<file path="src/rtl/itlb_refill_ctrl_pkg.sv">
// Shared types and constants for the ITLB refill path: FSM states, Sv39 PTE
// layout and the instruction-fetch legality check applied to walked PTEs.
package itlb_refill_ctrl_pkg;

  localparam int MXLEN        = 64;
  localparam int ITLB_ENTRIES = 8;

  localparam int PTE_V = 0;
  localparam int PTE_R = 1;
  localparam int PTE_W = 2;
  localparam int PTE_X = 3;

  typedef struct packed {
    logic [9:0]  reserved;
    logic [43:0] ppn;
    logic [1:0]  rsw;
    logic        d;
    logic        a;
    logic        g;
    logic        u;
    logic        x;
    logic        w;
    logic        r;
    logic        v;
  } pte_t;

  typedef enum logic [1:0] {
    ST_IDLE  = 2'd0,
    ST_REQ   = 2'd1,
    ST_WAIT  = 2'd2,
    ST_WRITE = 2'd3
  } itlb_refill_state_e;

  // W without R is a reserved encoding and is rejected like a missing X.
  function automatic logic pte_fetch_legal(input pte_t pte, input logic walk_fault);
    return !walk_fault && pte[PTE_V] && pte[PTE_X] && !(pte[PTE_W] && !pte[PTE_R]);
  endfunction

endpackage

</file>
<file path="src/rtl/itlb_refill_ctrl_victim_sel.sv">
// Combinational victim picker: lowest-index invalid line, otherwise the
// round-robin pointer supplied by the controller.
module itlb_victim_sel #(
  parameter int ENTRIES = 8,
  parameter int IDX_W   = $clog2(ENTRIES)
) (
  input  logic [ENTRIES-1:0] entry_valid_i,
  input  logic [IDX_W-1:0]   rr_i,
  output logic [ENTRIES-1:0] victim_oh_o,
  output logic [IDX_W-1:0]   victim_idx_o,
  output logic               use_rr_o
);

  always_comb begin
    use_rr_o     = &entry_valid_i;
    victim_idx_o = rr_i;
    // Scanning downward leaves the lowest invalid index as the final winner.
    for (int i = ENTRIES - 1; i >= 0; i--) begin
      if (!entry_valid_i[i]) victim_idx_o = IDX_W'(i);
    end
    victim_oh_o               = '0;
    victim_oh_o[victim_idx_o] = 1'b1;
  end

endmodule

</file>
<file path="src/rtl/itlb_refill_ctrl.sv">
// ITLB refill controller: walks on a miss, checks fetch legality of the leaf
// PTE and writes it into a victim line, honouring flushes at every step.
module itlb_refill_ctrl
  import itlb_refill_ctrl_pkg::*;
#(
  parameter int ENTRIES = ITLB_ENTRIES,
  parameter int VPN_W   = 27,
  parameter int IDX_W   = $clog2(ENTRIES)
) (
  input  logic               clk_i,
  input  logic               rstn_i,
  input  logic               miss_valid_i,
  input  logic [VPN_W-1:0]   miss_vpn_i,
  output logic               miss_ready_o,
  output logic               ptw_req_valid_o,
  input  logic               ptw_req_ready_i,
  output logic [VPN_W-1:0]   ptw_req_vpn_o,
  input  logic               ptw_resp_valid_i,
  input  pte_t               ptw_resp_pte_i,
  input  logic               ptw_resp_fault_i,
  input  logic [ENTRIES-1:0] entry_valid_i,
  input  logic               flush_i,
  output logic [ENTRIES-1:0] wr_en_o,
  output logic [IDX_W-1:0]   wr_idx_o,
  output logic [VPN_W-1:0]   wr_vpn_o,
  output pte_t               wr_pte_o,
  output logic               refill_done_o,
  output logic               refill_fault_o,
  output logic               busy_o
);

  itlb_refill_state_e state_q, state_d;
  logic [IDX_W-1:0]   rr_q, rr_d;
  logic [VPN_W-1:0]   vpn_q, vpn_d;
  pte_t               pte_q, pte_d;
  logic               drop_q, drop_d;
  logic               fault_q, fault_d;

  logic [ENTRIES-1:0] victim_oh;
  logic [IDX_W-1:0]   victim_idx;
  logic               use_rr;
  logic               resp_legal;
  logic               do_write;

  itlb_victim_sel #(
    .ENTRIES(ENTRIES),
    .IDX_W  (IDX_W)
  ) u_victim_sel (
    .entry_valid_i(entry_valid_i),
    .rr_i         (rr_q),
    .victim_oh_o  (victim_oh),
    .victim_idx_o (victim_idx),
    .use_rr_o     (use_rr)
  );

  assign resp_legal = pte_fetch_legal(ptw_resp_pte_i, ptw_resp_fault_i);

  always_ff @(posedge clk_i) begin
    if (!rstn_i) begin
      state_q <= ST_IDLE;
      rr_q    <= '0;
      vpn_q   <= '0;
      pte_q   <= '0;
      drop_q  <= 1'b0;
      fault_q <= 1'b0;
    end else begin
      state_q <= state_d;
      rr_q    <= rr_d;
      vpn_q   <= vpn_d;
      pte_q   <= pte_d;
      drop_q  <= drop_d;
      fault_q <= fault_d;
    end
  end

  always_comb begin
    state_d = state_q;
    rr_d    = rr_q;
    vpn_d   = vpn_q;
    pte_d   = pte_q;
    drop_d  = drop_q;
    fault_d = 1'b0;
    case (state_q)
      ST_IDLE: begin
        if (miss_valid_i && !flush_i) begin
          vpn_d   = miss_vpn_i;
          state_d = ST_REQ;
        end
      end
      ST_REQ: begin
        // Once the walker has the request its response must still be drained.
        if (ptw_req_ready_i) begin
          state_d = ST_WAIT;
          if (flush_i) drop_d = 1'b1;
        end else if (flush_i) begin
          state_d = ST_IDLE;
        end
      end
      ST_WAIT: begin
        if (flush_i) drop_d = 1'b1;
        if (ptw_resp_valid_i) begin
          pte_d = ptw_resp_pte_i;
          if (drop_q || flush_i) begin
            state_d = ST_IDLE;
          end else if (resp_legal) begin
            state_d = ST_WRITE;
          end else begin
            fault_d = 1'b1;
            state_d = ST_IDLE;
          end
        end
      end
      ST_WRITE: begin
        state_d = ST_IDLE;
        if (!flush_i && use_rr) rr_d = rr_q + 1'b1;
      end
      default: state_d = ST_IDLE;
    endcase
    if (state_d == ST_IDLE) drop_d = 1'b0;
  end

  always_comb begin
    do_write        = (state_q == ST_WRITE) && !flush_i;
    miss_ready_o    = (state_q == ST_IDLE) && !flush_i;
    ptw_req_valid_o = (state_q == ST_REQ);
    busy_o          = (state_q != ST_IDLE);
    refill_done_o   = do_write;
    refill_fault_o  = fault_q;
    wr_en_o         = do_write ? victim_oh : '0;
  end

  assign ptw_req_vpn_o = vpn_q;
  assign wr_idx_o      = victim_idx;
  assign wr_vpn_o      = vpn_q;
  assign wr_pte_o      = pte_q;

endmodule

</file>
<file path="config.mk">
export PLATFORM = sky130hd
export DESIGN_NAME = itlb_refill_ctrl
export DESIGN_NICKNAME = d
export VERILOG_FILES = /design/src/rtl/itlb_refill_ctrl_pkg.sv /design/src/rtl/itlb_refill_ctrl_victim_sel.sv /design/src/rtl/itlb_refill_ctrl.sv
export SDC_FILE = /design/constraint.sdc
export NUM_CORES = 1
export LEC_CHECK = 0
export CORE_ASPECT_RATIO = 1.25
export CORE_MARGIN = 2
export CORE_UTILIZATION = 38
export DETAILED_ROUTE_END_ITERATION = 8
export GPL_TIMING_DRIVEN = 0
export PLACE_DENSITY = 0.8
export SLEW_MARGIN = 20
export SYNTH_ARGS = -nofsm -noshare
export SYNTH_HDL_FRONTEND = slang
export SYNTH_SLANG_ARGS = --single-unit
</file>
<file path="constraint.sdc">
create_clock -name clk_i -period 2.1 [get_ports clk_i]
set_clock_uncertainty 0.2 [all_clocks]
set_input_delay 0.42 -clock clk_i [delete_from_list [all_inputs] [get_ports clk_i]]
set_output_delay 0.42 -clock clk_i [all_outputs]
set_load 0.02 [all_outputs]
</file>
==> implementation parameters, run 1 <==
Parameter                              Value

Detailed routing
  Antenna Violating Nets Remaining    0
  DRC violation total after the first TritonRoute iteration    92
  Drt pass-1 iters    4
  Routed WL per cell    14.1 um
  Number of vias in the routed layout    4,289
  Residual DRC count    0
  Post-detailed-route via-to-cell ratio    4.78
  Overall routed net length    12.6 mm

Global routing
  Vias in the first global route    4,104
  Overall overflow remaining after global route    0
  Overall global routing resource usage    21.2%
  First-pass GRT wire length    20.0 mm
  Maximum number of pins on one net before global-route repair    16
  Initial antenna violation count    0

Synth
  Post-Syn Nets    606
  Mean Syn Cell Area    8.25 um^2
  Top_reg_cell synth    sky130_fd_sc_hd__dfxtp_1
  Leading area contributor after synthesis    sky130_fd_sc_hd__dfxtp_1
  Post-synthesis sequential area ratio    47.6%
  Top area cells in the synthesized netlist    sky130_fd_sc_hd__dfxtp_1 48%, sky130_fd_sc_hd__nand2_1 17%, sky130_fd_sc_hd__a21boi_1 17%, sky130_fd_sc_hd__buf_4 5.5%, sky130_fd_sc_hd__clkbuf_1 1.3%
  Synth Register Bits    98
  Share of Yosys cell area claimed by the top area cell type    47.6%
  Post-synthesis cell count    499
  Async S/R FF share, synth    0%
  Number of enable-type register cells in the synthesized netlist    0
  Syn. warnings    0
  Cell area after synthesis    0.00412 mm^2
  Number of distinct library cells after synthesis    41

Timing
  Setup repair after global routing missed its margin    yes
  Post-layout min period    2.36 ns
  Worst slew pin tran    0.553 ns
  Final count of pins violating max slew    0
  Endpoints failing setup    8
  Max-slew headroom    63.1%
  Final worst path period share    112%
  Worst Slack Setup Final    -0.260 ns
  Max Clock Freq    424 MHz
  Hold violation count in the final report    0

Final layout
  Number of inserted filler cells in the final layout    914
  Fraction of final layout cells with drive strength greater than 1    14.1%
  Final layout net count    867
  Antenna diode instance count    0
  Area added between synthesis and finish    71.3%
  Sequential cell area    0.00197 mm^2
  Area taken by multi-input logic gates    0.00187 mm^2
  Final cell utilization of the core    66.8%

Pwr
  Maximum resistive drop on vdd    361 uV
  PwrDens    578 mW/mm^2
  Leakage    2.71 nW

Worst setup path
  Kind of critical path    flop to primary output
  Critical path launch point type    flop
  Data required time of the critical path    1.48 ns
  Data arrival time of the critical path    1.74 ns
  R2R Path End    ptw_req_vpn_o[11]
  Length in cells of the worst reg-to-reg path    8
  Worst setup slack for register-to-register paths    0.19 ns
  Setup crit end kind    primary output
  Worst setup path end    wr_en_o[3]
  Start point of the critical path    rr_q[1]
  Highest net fanout along the worst path    3
  FF-to-FF Start    state_q[0]

Job
  Number of violations of the max-capacitance limit    0

CTS
  Clock insertion delay at the later pin of the skew report    0.33 ns
  TritonCTS clock tree    done
  Number of H-tree branching levels    3
  Num CTS Buffers    9
  Clock root buffer    sky130_fd_sc_hd__clkbuf_16
  CTS max path bufs    2
  # hold bufs at CTS    0
  CTS sink count    98
  Post-CTS clock slew at the launch and capture registers of the worst setup and hold paths    0.06 ns

Die
  Std cell rows    42
  Area of the die    0.0117 mm^2
  Placeable Area    0.0106 mm^2
  Effective utilization at floorplan    39.0%
  Horizontal extent of the die    97.1 um
  Number of I/O pins    240
  Chip Height    120 um

Placement
  Detailed placer's ending HPWL    9.83 mm
  Port Buf Inserts    238
  Pre-CTS WS    -1.17 ns
  Final GP Congestion    0.884

Run status
  Status    finished, violations left
  Failing checks    setup timing

Worst hold path
  Type of the most critical hold path    flop to flop
  Hold path startpoint    wr_pte_o[17]
[kinds of logic (layout without fill, tap and decap cells)]
logic type / count (synthesis) / after routing / synth area share, %
AO/OA/AOI/OAI: 111 / 111 / 19.6
adder cells (fa/ha/maj): 1 / 1 / 0.304
flip-flops: 98 / 98 / 47.6
AND/OR/NAND/NOR: 223 / 223 / 23.0
XOR/XNOR: 1 / 1 / 0.213
multiplexers: 2 / 2 / 0.486
buffers and inverters: 63 / 329 / 8.75
[state kept, by name, indices dropped and copies added, names as in the netlist]
name / cells
refill_fault_o: 1
ptw_req_vpn_o: 27
state_q: 2
drop_q: 1
wr_pte_o: 64
rr_q: 3
[cells in the mapped netlist (all sizes together), types with 3 or more instances]
cell	n
nor3	5
inv	5
o21ai	5
dfxtp	98
clkbuf	14
nand2	191
nor2b	3
buf	44
nor2	5
a21boi	92
a21oi	5
nand3b	4
[critical path, stage by stage, from the launching register on]
cell,delay (ns)
sky130_fd_sc_hd__dfxtp_2,0.33
sky130_fd_sc_hd__nand3b_1,0.15
sky130_fd_sc_hd__a31oi_4,0.11
sky130_fd_sc_hd__or4b_4,0.54
sky130_fd_sc_hd__nor3_4,0.14
sky130_fd_sc_hd__buf_6,0.14
[worst min-delay path by stage]
stage              endpoint  slack, ns  cells past startpoint
4_1_cts        wr_pte_o[17]       0.25                      2
2_1_floorplan       rr_q[2]       0.24                      2
6_report       wr_pte_o[17]       0.25                      2
3_3_place_gp   wr_pte_o[22]       0.24                      2
5_1_grt        wr_pte_o[42]       0.27                      2
3_5_place_dp   wr_pte_o[17]       0.25                      2
[what timing repair did]
item | 4_1_cts | 5_1_grt
setup endpoints to repair | 15 | 11
pin swaps | 9 | 4
buffers inserted | 7 | 5
gates resized for setup | 105 | 21
[through the flow]
step / area, um^2 / power (mW) / TNS (ns) / hold WS, ns / std cells
floorplan: 4140 / 2.23 / -0.192 / 0.238 / 499
global placement: 6690 / 2.61 / -13.83 / 0.240 / 869
detailed placement: 6690 / 2.62 / -16.29 / 0.246 / 869
CTS: 7010 / 4.12 / -1.78 / 0.254 / 892
global route: 7050 / 4.25 / -2.14 / 0.275 / 897
finish: 7050 / 4.07 / -1.48 / 0.251 / 897
[layout make-up]
| cell class | instances | area share [%] |
|---|---|---|
| Tap cell | 132 | 2.34 |
| Multi-Input combinational cell | 338 | 26.5 |
| Clock inverter | 5 | 0.408 |
| Buffer | 58 | 4.93 |
| Clock buffer | 11 | 3.44 |
| Inverter | 5 | 0.266 |
| Timing Repair Buffer | 250 | 34.2 |
| Sequential cell | 98 | 27.9 |
[routing by layer]
metal / share of wire, % / GRT usage (%) / wire, um
met5: 0 / 0 / 0
met4: 3.4 / 10.0 / 433
met3: 6.9 / 5.49 / 870
met2: 52 / 39.0 / 6540
met1: 38 / 22.5 / 4780
[layout by cell type, fill, tap and decap left out, types with 2 or more instances in the layout]
cell / synthesis / routed
sky130_fd_sc_hd__buf_4: 30 / 46
sky130_fd_sc_hd__a21boi_1: 91 / 91
sky130_fd_sc_hd__nor2b_1: 3 / 3
sky130_fd_sc_hd__clkbuf_1: 14 / 15
sky130_fd_sc_hd__nor3_4: 0 / 3
sky130_fd_sc_hd__clkdlybuf4s50_1: 0 / 214
sky130_fd_sc_hd__inv_1: 5 / 4
sky130_fd_sc_hd__o21ai_0: 5 / 2
sky130_fd_sc_hd__nand3b_1: 3 / 3
sky130_fd_sc_hd__a21oi_1: 5 / 2
sky130_fd_sc_hd__nor2_1: 5 / 5
sky130_fd_sc_hd__a21oi_2: 0 / 3
sky130_fd_sc_hd__nand2_1: 191 / 191
sky130_fd_sc_hd__o21ai_2: 0 / 2
sky130_fd_sc_hd__dfxtp_1: 98 / 94
sky130_fd_sc_hd__a21o_1: 2 / 2
sky130_fd_sc_hd__dlygate4sd2_1: 0 / 2
sky130_fd_sc_hd__buf_1: 5 / 5
sky130_fd_sc_hd__clkbuf_16: 0 / 9
sky130_fd_sc_hd__dfxtp_2: 0 / 3
sky130_fd_sc_hd__and2_1: 2 / 2
sky130_fd_sc_hd__buf_6: 0 / 6
sky130_fd_sc_hd__nor3_1: 2 / 2
sky130_fd_sc_hd__nand2b_1: 2 / 2
sky130_fd_sc_hd__mux2i_1: 2 / 2
sky130_fd_sc_hd__clkinv_2: 0 / 4
sky130_fd_sc_hd__buf_2: 9 / 17
sky130_fd_sc_hd__clkbuf_2: 0 / 3
[power by group]
group          switching, mW  leakage, nW  internal, mW  total (mW)
combinational          0.273         1.77         0.385       0.658
sequential            0.0295        0.795          1.90        1.93
clock                  0.656        0.139         0.831        1.49
Note: power is estimated with default switching activity, not from simulation.
==> inputs of run 2 (changes only) <==
--- a/config.mk
+++ b/config.mk
@@ -10,6 +10,7 @@
 export CORE_UTILIZATION = 38
 export DETAILED_ROUTE_END_ITERATION = 8
 export GPL_TIMING_DRIVEN = 0
+export HOLD_SLACK_MARGIN = 0.08
 export PLACE_DENSITY = 0.8
 export SLEW_MARGIN = 20
 export SYNTH_ARGS = -nofsm -noshare
==> results of run 2 <==
Same layout as run 1: the final DEF is identical, and so are final timing and power.
